<file path="src/rtl/vip_color_pkg.sv">
// Shared constants and types for the YCbCr -> RGB colour pipeline.
// Latency: n/a (package only).
// Backpressure: n/a (package only).
package vip_color_pkg;

    // Q8 inverse-transform coefficients (BT.601 full range)
    localparam int C_RCR = 359;   // 1.402
    localparam int C_GCB = 88;    // 0.344136
    localparam int C_GCR = 183;   // 0.714136
    localparam int C_BCB = 454;   // 1.772

    localparam int OFFSET_128 = 128;  // chroma offset-binary zero
    localparam int ROUND_Q8   = 128;  // half LSB before the >>8
    localparam int PIPE_LAT   = 3;    // input-to-output latency in clk

    localparam int ACC_W = 20;

    // Signed accumulator wide enough for Y<<8 plus all products
    typedef logic signed [ACC_W-1:0] acc_t;

    // Chroma after offset removal, -128..127
    typedef logic signed [8:0] chroma_t;

    // Sync signals travelling alongside the pixel data
    typedef struct packed {
        logic vsync;
        logic href;
    } sync_t;

endpackage

</file>
<file path="src/rtl/sat_u8.sv">
// Clamp a signed accumulator value to an unsigned 8-bit pixel.
// Latency: combinational.
// Backpressure: none.
module sat_u8
    import vip_color_pkg::*;
(
    input  acc_t       din,
    output logic [7:0] dout
);

    // Negative -> 0, above 255 -> 255, otherwise pass the low byte
    always_comb begin
        dout = din[7:0];
        if (din < 0) begin
            dout = 8'd0;
        end else if (din > 255) begin
            dout = 8'd255;
        end
    end

endmodule

</file>
<file path="src/rtl/ycbcr2rgb_post.sv">
// Full-range BT.601 YCbCr -> 8-bit RGB, with sync delay-matched to data.
// Latency: 3 clk fixed from per_img_* to post_img_*.
// Backpressure: none; accepts one pixel every clk and runs freely.
module ycbcr2rgb_post
    import vip_color_pkg::*;
#(
    parameter bit BLANK_ZERO = 1'b1
) (
    input  logic       clk,
    input  logic       rst_n,
    input  logic       per_img_vsync,
    input  logic       per_img_href,
    input  logic [7:0] per_img_y,
    input  logic [7:0] per_img_cb,
    input  logic [7:0] per_img_cr,
    output logic       post_img_vsync,
    output logic       post_img_href,
    output logic [7:0] post_img_red,
    output logic [7:0] post_img_green,
    output logic [7:0] post_img_blue
);

    localparam acc_t    RND    = acc_t'(ROUND_Q8);
    localparam chroma_t OFS    = chroma_t'(OFFSET_128);

    // Stage 1: luma scaled to Q8, chroma re-centred on zero
    acc_t    ys_s1_d, ys_s1_q;
    chroma_t cb_o_d, cb_o_q;
    chroma_t cr_o_d, cr_o_q;
    sync_t   sync_s1_d, sync_s1_q;

    // Stage 2: coefficient products
    acc_t    ys_s2_d, ys_s2_q;
    acc_t    p_rcr_d, p_rcr_q;
    acc_t    p_gcb_d, p_gcb_q;
    acc_t    p_gcr_d, p_gcr_q;
    acc_t    p_bcb_d, p_bcb_q;
    sync_t   sync_s2_d, sync_s2_q;

    // Stage 3: rounded sums, shifted back to integer, clamped
    acc_t       s_r, s_g, s_b;
    acc_t       sh_r, sh_g, sh_b;
    logic [7:0] sat_r, sat_g, sat_b;
    logic [7:0] red_d, red_q;
    logic [7:0] green_d, green_q;
    logic [7:0] blue_d, blue_q;
    sync_t      sync_s3_d, sync_s3_q;
    logic       blank;

    // Stage 1 next-state: Y<<8 and chroma offset removal
    always_comb begin
        ys_s1_d   = acc_t'({per_img_y, 8'b0});
        cb_o_d    = chroma_t'({1'b0, per_img_cb}) - OFS;
        cr_o_d    = chroma_t'({1'b0, per_img_cr}) - OFS;
        sync_s1_d = '{vsync: per_img_vsync, href: per_img_href};
    end

    // Stage 2 next-state: the four Q8 products, luma and sync carried along
    always_comb begin
        ys_s2_d   = ys_s1_q;
        p_rcr_d   = acc_t'(C_RCR * cr_o_q);
        p_gcb_d   = acc_t'(C_GCB * cb_o_q);
        p_gcr_d   = acc_t'(C_GCR * cr_o_q);
        p_bcb_d   = acc_t'(C_BCB * cb_o_q);
        sync_s2_d = sync_s1_q;
    end

    // Stage 3 arithmetic: rounded sums then arithmetic shift back by 8
    always_comb begin
        s_r  = ys_s2_q + p_rcr_q + RND;
        s_g  = ys_s2_q - p_gcb_q - p_gcr_q + RND;
        s_b  = ys_s2_q + p_bcb_q + RND;
        sh_r = s_r >>> 8;
        sh_g = s_g >>> 8;
        sh_b = s_b >>> 8;
    end

    sat_u8 u_sat_r (.din(sh_r), .dout(sat_r));
    sat_u8 u_sat_g (.din(sh_g), .dout(sat_g));
    sat_u8 u_sat_b (.din(sh_b), .dout(sat_b));

    // Stage 3 next-state: optional blanking outside the active line
    always_comb begin
        blank     = BLANK_ZERO && !sync_s2_q.href;
        red_d     = blank ? 8'd0 : sat_r;
        green_d   = blank ? 8'd0 : sat_g;
        blue_d    = blank ? 8'd0 : sat_b;
        sync_s3_d = sync_s2_q;
    end

    // Pipeline registers; reset flushes every stage immediately
    always_ff @(posedge clk or negedge rst_n) begin
        if (!rst_n) begin
            ys_s1_q   <= '0;
            cb_o_q    <= '0;
            cr_o_q    <= '0;
            sync_s1_q <= '0;
            ys_s2_q   <= '0;
            p_rcr_q   <= '0;
            p_gcb_q   <= '0;
            p_gcr_q   <= '0;
            p_bcb_q   <= '0;
            sync_s2_q <= '0;
            red_q     <= '0;
            green_q   <= '0;
            blue_q    <= '0;
            sync_s3_q <= '0;
        end else begin
            ys_s1_q   <= ys_s1_d;
            cb_o_q    <= cb_o_d;
            cr_o_q    <= cr_o_d;
            sync_s1_q <= sync_s1_d;
            ys_s2_q   <= ys_s2_d;
            p_rcr_q   <= p_rcr_d;
            p_gcb_q   <= p_gcb_d;
            p_gcr_q   <= p_gcr_d;
            p_bcb_q   <= p_bcb_d;
            sync_s2_q <= sync_s2_d;
            red_q     <= red_d;
            green_q   <= green_d;
            blue_q    <= blue_d;
            sync_s3_q <= sync_s3_d;
        end
    end

    assign post_img_vsync = sync_s3_q.vsync;
    assign post_img_href  = sync_s3_q.href;
    assign post_img_red   = red_q;
    assign post_img_green = green_q;
    assign post_img_blue  = blue_q;

endmodule

</file>
<file path="config.mk">
export PLATFORM = sky130hd
export DESIGN_NAME = ycbcr2rgb_post
export DESIGN_NICKNAME = d
export VERILOG_FILES = /design/src/rtl/vip_color_pkg.sv /design/src/rtl/sat_u8.sv /design/src/rtl/ycbcr2rgb_post.sv
export SDC_FILE = /design/constraint.sdc
export NUM_CORES = 1
export LEC_CHECK = 0
export CAP_MARGIN = 40
export CORE_MARGIN = 2
export CORE_UTILIZATION = 45
export DETAILED_ROUTE_END_ITERATION = 16
export GPL_TIMING_DRIVEN = 0
export PLACE_DENSITY = 0.65
export SLEW_MARGIN = 20
export SYNTH_ARGS = -nofsm -noshare
export SYNTH_HDL_FRONTEND = slang
export SYNTH_SLANG_ARGS = --single-unit
</file>
<file path="constraint.sdc">
create_clock -name clk -period 4.65 [get_ports clk]
set_clock_uncertainty 0.1 [all_clocks]
set_input_delay 1.395 -clock clk [delete_from_list [all_inputs] [get_ports clk]]
set_output_delay 1.395 -clock clk [all_outputs]
set_load 0.01 [all_outputs]
</file>
* After elaboration in Yosys (flattened, before gate mapping)
Index checks and enable logic that the tools add are counted.
** Operators by class
- Add/sub/neg operators :: 9
- Multipliers :: 4
- Div/mod/pow operators :: 0
- Order comparisons :: 6
- Equal/unequal tests :: 0
- Shift operators :: 0
- Muxes and demuxes :: 9
- Bitwise logic cells :: 0
- Reductions and logical operators :: 0
** Operators with widths (number)
- $mux W8 :: 9
- $add A20 B9 Y20 const B :: 3
- $gt A12 B9 Y1 const B :: 3
- $lt A12 B1 Y1 const B :: 3
- $mul A9 B9 Y18 const A :: 2
- $add A17 B19 Y20 :: 1
- $add A17 B20 Y20 :: 1
- $sub A17 B20 Y20 :: 1
- $sub A20 B18 Y20 :: 1
- $mul A10 B9 Y19 const A :: 1
- $sub A8 B8 Y9 const B :: 2
- $mul A5 B9 Y14 const A :: 1
** Storage, ports and cells
- Flip-flop bits (word level) :: 137
- Bits in latches :: 0
- Bits in writable memories :: 0
- Bits in read-only memories :: 0
- Input port bits :: 28
- Word-level logic and storage cells :: 45
- Memories :: 0

* Depth between registers and ports, before layout
- Depth in word-level cells :: 7
- Depth in mapped cells :: 20
- Gate-level depth less buffers :: 20

* By module
From an unflattened synthesis, not the netlist that was laid out.
** Unflattened totals
- Cells, all modules :: 1022
- Area, all modules :: 10431.3 um2
** By module, submodules not included
- ycbcr2rgb_post :: instances 1, cells an instance 962, area an instance 10003.3 um2
- sat_u8 :: instances 3, cells an instance 20, area an instance 142.6 um2

* Worst setup path before layout
OpenSTA, ideal clock, no wires.
- Path kind :: reg2reg
- Start :: register cr_o_q[7]
- End :: register p_rcr_q[17]
- Library setup time :: 0.127 ns
- Arrival time :: 4.658 ns
- Slack :: -0.235 ns
- Cell stages (with the launch flop) :: 19
- Path buffers :: 0
- Cells stage by stage :: dfrtp_1 inv_1 ha_1 ha_1 inv_1 fa_1 inv_1 fa_1 inv_1 fa_1 inv_1 ha_1 nor4_1 o31ai_1 o41ai_1 o21bai_1 a21oi_1 o21bai_1 xnor2_1
** On the way
- Word-level cells in the longest chain between the ends :: 1
** RTL lines
- start, declared :: line ycbcr2rgb_post.sv:29 : chroma_t cr_o_d, cr_o_q;
- start signal, assigned :: line ycbcr2rgb_post.sv:111 : cr_o_q <= cr_o_d;
- $mul A10 B9 Y19 :: line ycbcr2rgb_post.sv:61 : p_rcr_d = acc_t'(C_RCR * cr_o_q);
- net p_rcr_d[17] :: line ycbcr2rgb_post.sv:34 : acc_t p_rcr_d, p_rcr_q;
- end signal, assigned :: line ycbcr2rgb_post.sv:114 : p_rcr_q <= p_rcr_d;
- end, declared :: line ycbcr2rgb_post.sv:34
The timed path passes the listed nets, and every way through them passes these cells.

* Final worst setup path
- Start :: register cb_o_q[0]
- End :: register p_bcb_q[18]
** On the way
- Word-level cells in the longest chain between the ends :: 1
** RTL lines
- start, declared :: line ycbcr2rgb_post.sv:28 : chroma_t cb_o_d, cb_o_q;
- start signal, assigned :: line ycbcr2rgb_post.sv:110 : cb_o_q <= cb_o_d;
- $mul A9 B9 Y18 :: line ycbcr2rgb_post.sv:64 : p_bcb_d = acc_t'(C_BCB * cb_o_q);
- net p_bcb_d[18] :: line ycbcr2rgb_post.sv:37 : acc_t p_bcb_d, p_bcb_q;
- end signal, assigned :: line ycbcr2rgb_post.sv:117 : p_bcb_q <= p_bcb_d;
- end, declared :: line ycbcr2rgb_post.sv:37
The timed path passes the listed nets, and every way through them passes these cells.

==> qor.yml <==
critical_path:
  required_ps: 4890
  r2r_cells: 16
  crit_type: "reg2reg"
  crit_arrival_ps: 4930
  critPathLaunchType: "flop"
  worstPathMaxFanout: 2
  critPathCaptureType: "flop"
flow_run:
  drv_cap: 0
sta:
  relSlewSlack: 0.5056
  finalCriticalPeriod_ps: 4688
  worst_slack_ps: -38.16
  rsz0062_at_grt: "true"
  drv_slew: 0
  holdWs_ps: 246.6
  period_share: 1.008
  final-setup-viol-count: 1
  hold_viol: 0
  fmax_mhz: 213.3
  tightest_slew_ps: 732.0
detailed_routing:
  wirelength_um: 18690
  ant_nets: 0
  routedWlPerCell_um: 14.35
  drcViolationCount: 0
  vias: 6422
  viasPerCell: 4.929
  drtIter0Drc: 234
  drtPass1Iterations: 5
clock_network:
  cts.reportedPaths.clkPinSlew_ps: 60
  cts_tree: "built"
  clock_path_buffers: 2
  cts_hold_buf: 0
  cts_buffers: 17
  cts_sinks: 118
  cts_max_level: 4
  cts_root_buf: "clkbuf_16"
  insertion_delay_ps: 420
worst_hold_path:
  hold_class: "reg2reg"
  hold_depth: 0
power_and_ir_drop:
  powerDensity_nw_per_um2: 589.9
  power.leakage_nw: 5.995
  p_int_w: 0.004181
  swShare: 0.4069
  ir_drop_mv: 0.3630
  switchingPower_w: 0.002869
  power.clock.fraction: 0.196
  power_frac_comb: 0.597
  pwr-share-seq: 0.207
  total_power_w: 0.007050
yosys:
  yosys.area.top_type: "dfrtp_1"
  yosysSeqAreaShare: 0.3046
  postSynthCellCount: 901
  ys_seq_elements: 118
  yosys-top-cells-area: "dfrtp_1 (30%), ha_1 (25%), fa_1 (14%), inv_1 (7.1%), xnor2_1 (4.4%)"
  synthesis.nets: 1193
  ys_types: 49
  synth_top_area_frac: 0.3046
  synthArstFlopShare: 1.000
  synth-edff-count: 0
  synth_warnings: 0
  avgSynthCellArea_sq_um: 10.76
  synth_area_sq_um: 9694
  synth-main-ff-cell: "dfrtp_1"
finish:
  areaGrowthSynthToFinish_pct: 23.28
  instances_no_fill: 1303
  layout_common_cells: "ha_1 (175), inv_1 (170), dfrtp_1 (102)"
  layout_commonest_cell: "ha_1"
  diodes: 0
  drive_above_1_share: 0.1586
  nets: 1307
placed_design:
  post-dp-hpwl_um: 14320
  gp_congestion: 0.8614
  port_buffers: 53
  place_inst: 1230
die:
  placementRows: 53
  die_y_um: 150.8
  ios: 54
  die_area_sq_um: 22730
  die_w_um: 150.8
  start_util: 0.4597
  core_sq_um: 21090
global_routing:
  grt_usage: 0.1795
  grt_overflow: 0
  antenna_found_initial: 0
  grt_pass1_wl_um: 31570
  grt_pass1_vias: 6569
  grt_max_degree: 62
status:
  violations: "negative setup slack"
  outcome: "complete, but fails checks"
[power by group through the flow]
stage	combinational, W	sequential (W)	clock [W]
2_1_floorplan	0.00282	0.00149	0
3_3_place_gp	0.00369	0.00148	0
3_5_place_dp	0.00375	0.00148	0
4_1_cts	0.00401	0.00146	0.00142
5_1_grt	0.00475	0.00149	0.00147
6_report	0.00421	0.00146	0.00138
[metrics by stage]
stage	cell area (sq um)	setup WS (ps)	setup TNS, ps	utilization
finish	11950	-38.16	-38.16	0.5668
global placement	10590	-2905	-295220	0.5023
detailed placement	10620	-754.8	-5106	0.5037
floorplan	9718	4.304	0	-
CTS	11660	-41.53	-41.53	0.5532
global route	11950	-183.0	-612.4	0.5668
[Yosys cell counts (all sizes together) (3+ instances only)]
| library cell | n |
|---|---|
| a2111oi | 3 |
| a21o | 19 |
| a21oi | 45 |
| a31o | 3 |
| a31oi | 4 |
| and2 | 3 |
| dfrtp | 118 |
| fa | 68 |
| ha | 196 |
| inv | 184 |
| nand2 | 22 |
| nand3 | 16 |
| nor2 | 26 |
| nor2b | 6 |
| nor3 | 10 |
| o2111ai | 3 |
| o211ai | 7 |
| o21a | 20 |
| o21ai | 21 |
| o21bai | 17 |
| o41ai | 5 |
| or2 | 8 |
| xnor2 | 49 |
| xor2 | 21 |
[sequential cells by signal, summed over array words and instances (netlist names)]
register	cells
cb_o_q	8
cr_o_q	8
p_bcb_q	15
p_gcb_q	11
p_gcr_q	18
p_rcr_q	12
post_img_blue	8
post_img_green	8
post_img_href	1
post_img_red	8
post_img_vsync	1
sync_s1_q	2
sync_s2_q	2
ys_s1_q	8
ys_s2_q	8
[cell families (layout without fill, tap and decap cells)]
family	after synthesis	after routing	share of synthesized area
muxes	1	1	0.001033
adders and majority gates	264	264	0.3934
and+or+nand+nor	101	101	0.05214
buffers and inverters	185	312	0.07163
AOI/OAI and AO/OA	162	162	0.1140
xor gates and xnor gates	70	70	0.06324
DFF	118	118	0.3046
[worst paths after layout]
| path | from | to | slack [ps] |
|---|---|---|---|
| worst max register to register | cb_o_q[0] | p_bcb_q[18] | -40 |
| min in group asynchronous | rst_n | cb_o_q[7] | 840 |
| worst max-delay path | cb_o_q[0] | p_bcb_q[18] | -40 |
| worst min-delay path | ys_s1_q[10] | ys_s2_q[10] | 250 |
| worst min register to register | ys_s1_q[10] | ys_s2_q[10] | 250 |
| max in group asynchronous | rst_n | cr_o_q[7] | 2930 |
[final cells by class]
| cell class | instances | area [sq um] |
|---|---|---|
| clock buffer | 19 | 452.9 |
| sequential | 118 | 2975 |
| buffer | 1 | 3.754 |
| multi-input combinational | 598 | 6404 |
| tap | 275 | 344.1 |
| clock inverter | 13 | 167.7 |
| fill | 1778 | 9136 |
| inverter | 184 | 704.4 |
| timing repair buffer | 95 | 899.6 |
[what timing repair did]
item | CTS | global route
cloned | 0 | 0
endpoints found under the hold margin | 0 | 0
pin swaps | 28 | 48
buffers inserted | 24 | 19
endpoints found under the setup margin | 16 | 11
gates resized for setup | 53 | 32
[layer usage]
metal | global-route usage | up-vias | share of wire
li1 | - | 3231 | -
met1 | 0.2423 | 3054 | 0.48
met2 | 0.2845 | 113 | 0.46
met3 | 0.04337 | 24 | 0.041
met4 | 0.06075 | 0 | 0.022
met5 | 0 | - | 0
[worst max-delay path: stages (launching register included)]
cell and delay, ps:
dfrtp_2 420, fa_1 530, ha_4 290, inv_2 40
fa_2 340, fa_1 470, fa_1 550, inv_2 50
ha_4 210, a31o_1 210, a21o_1 190, a21oi_2 180
o21ai_2 100, or4_4 420, a31o_1 240, a21oi_2 140
xnor2_1 130
No activity file was read; power rests on OpenSTA's default activity.
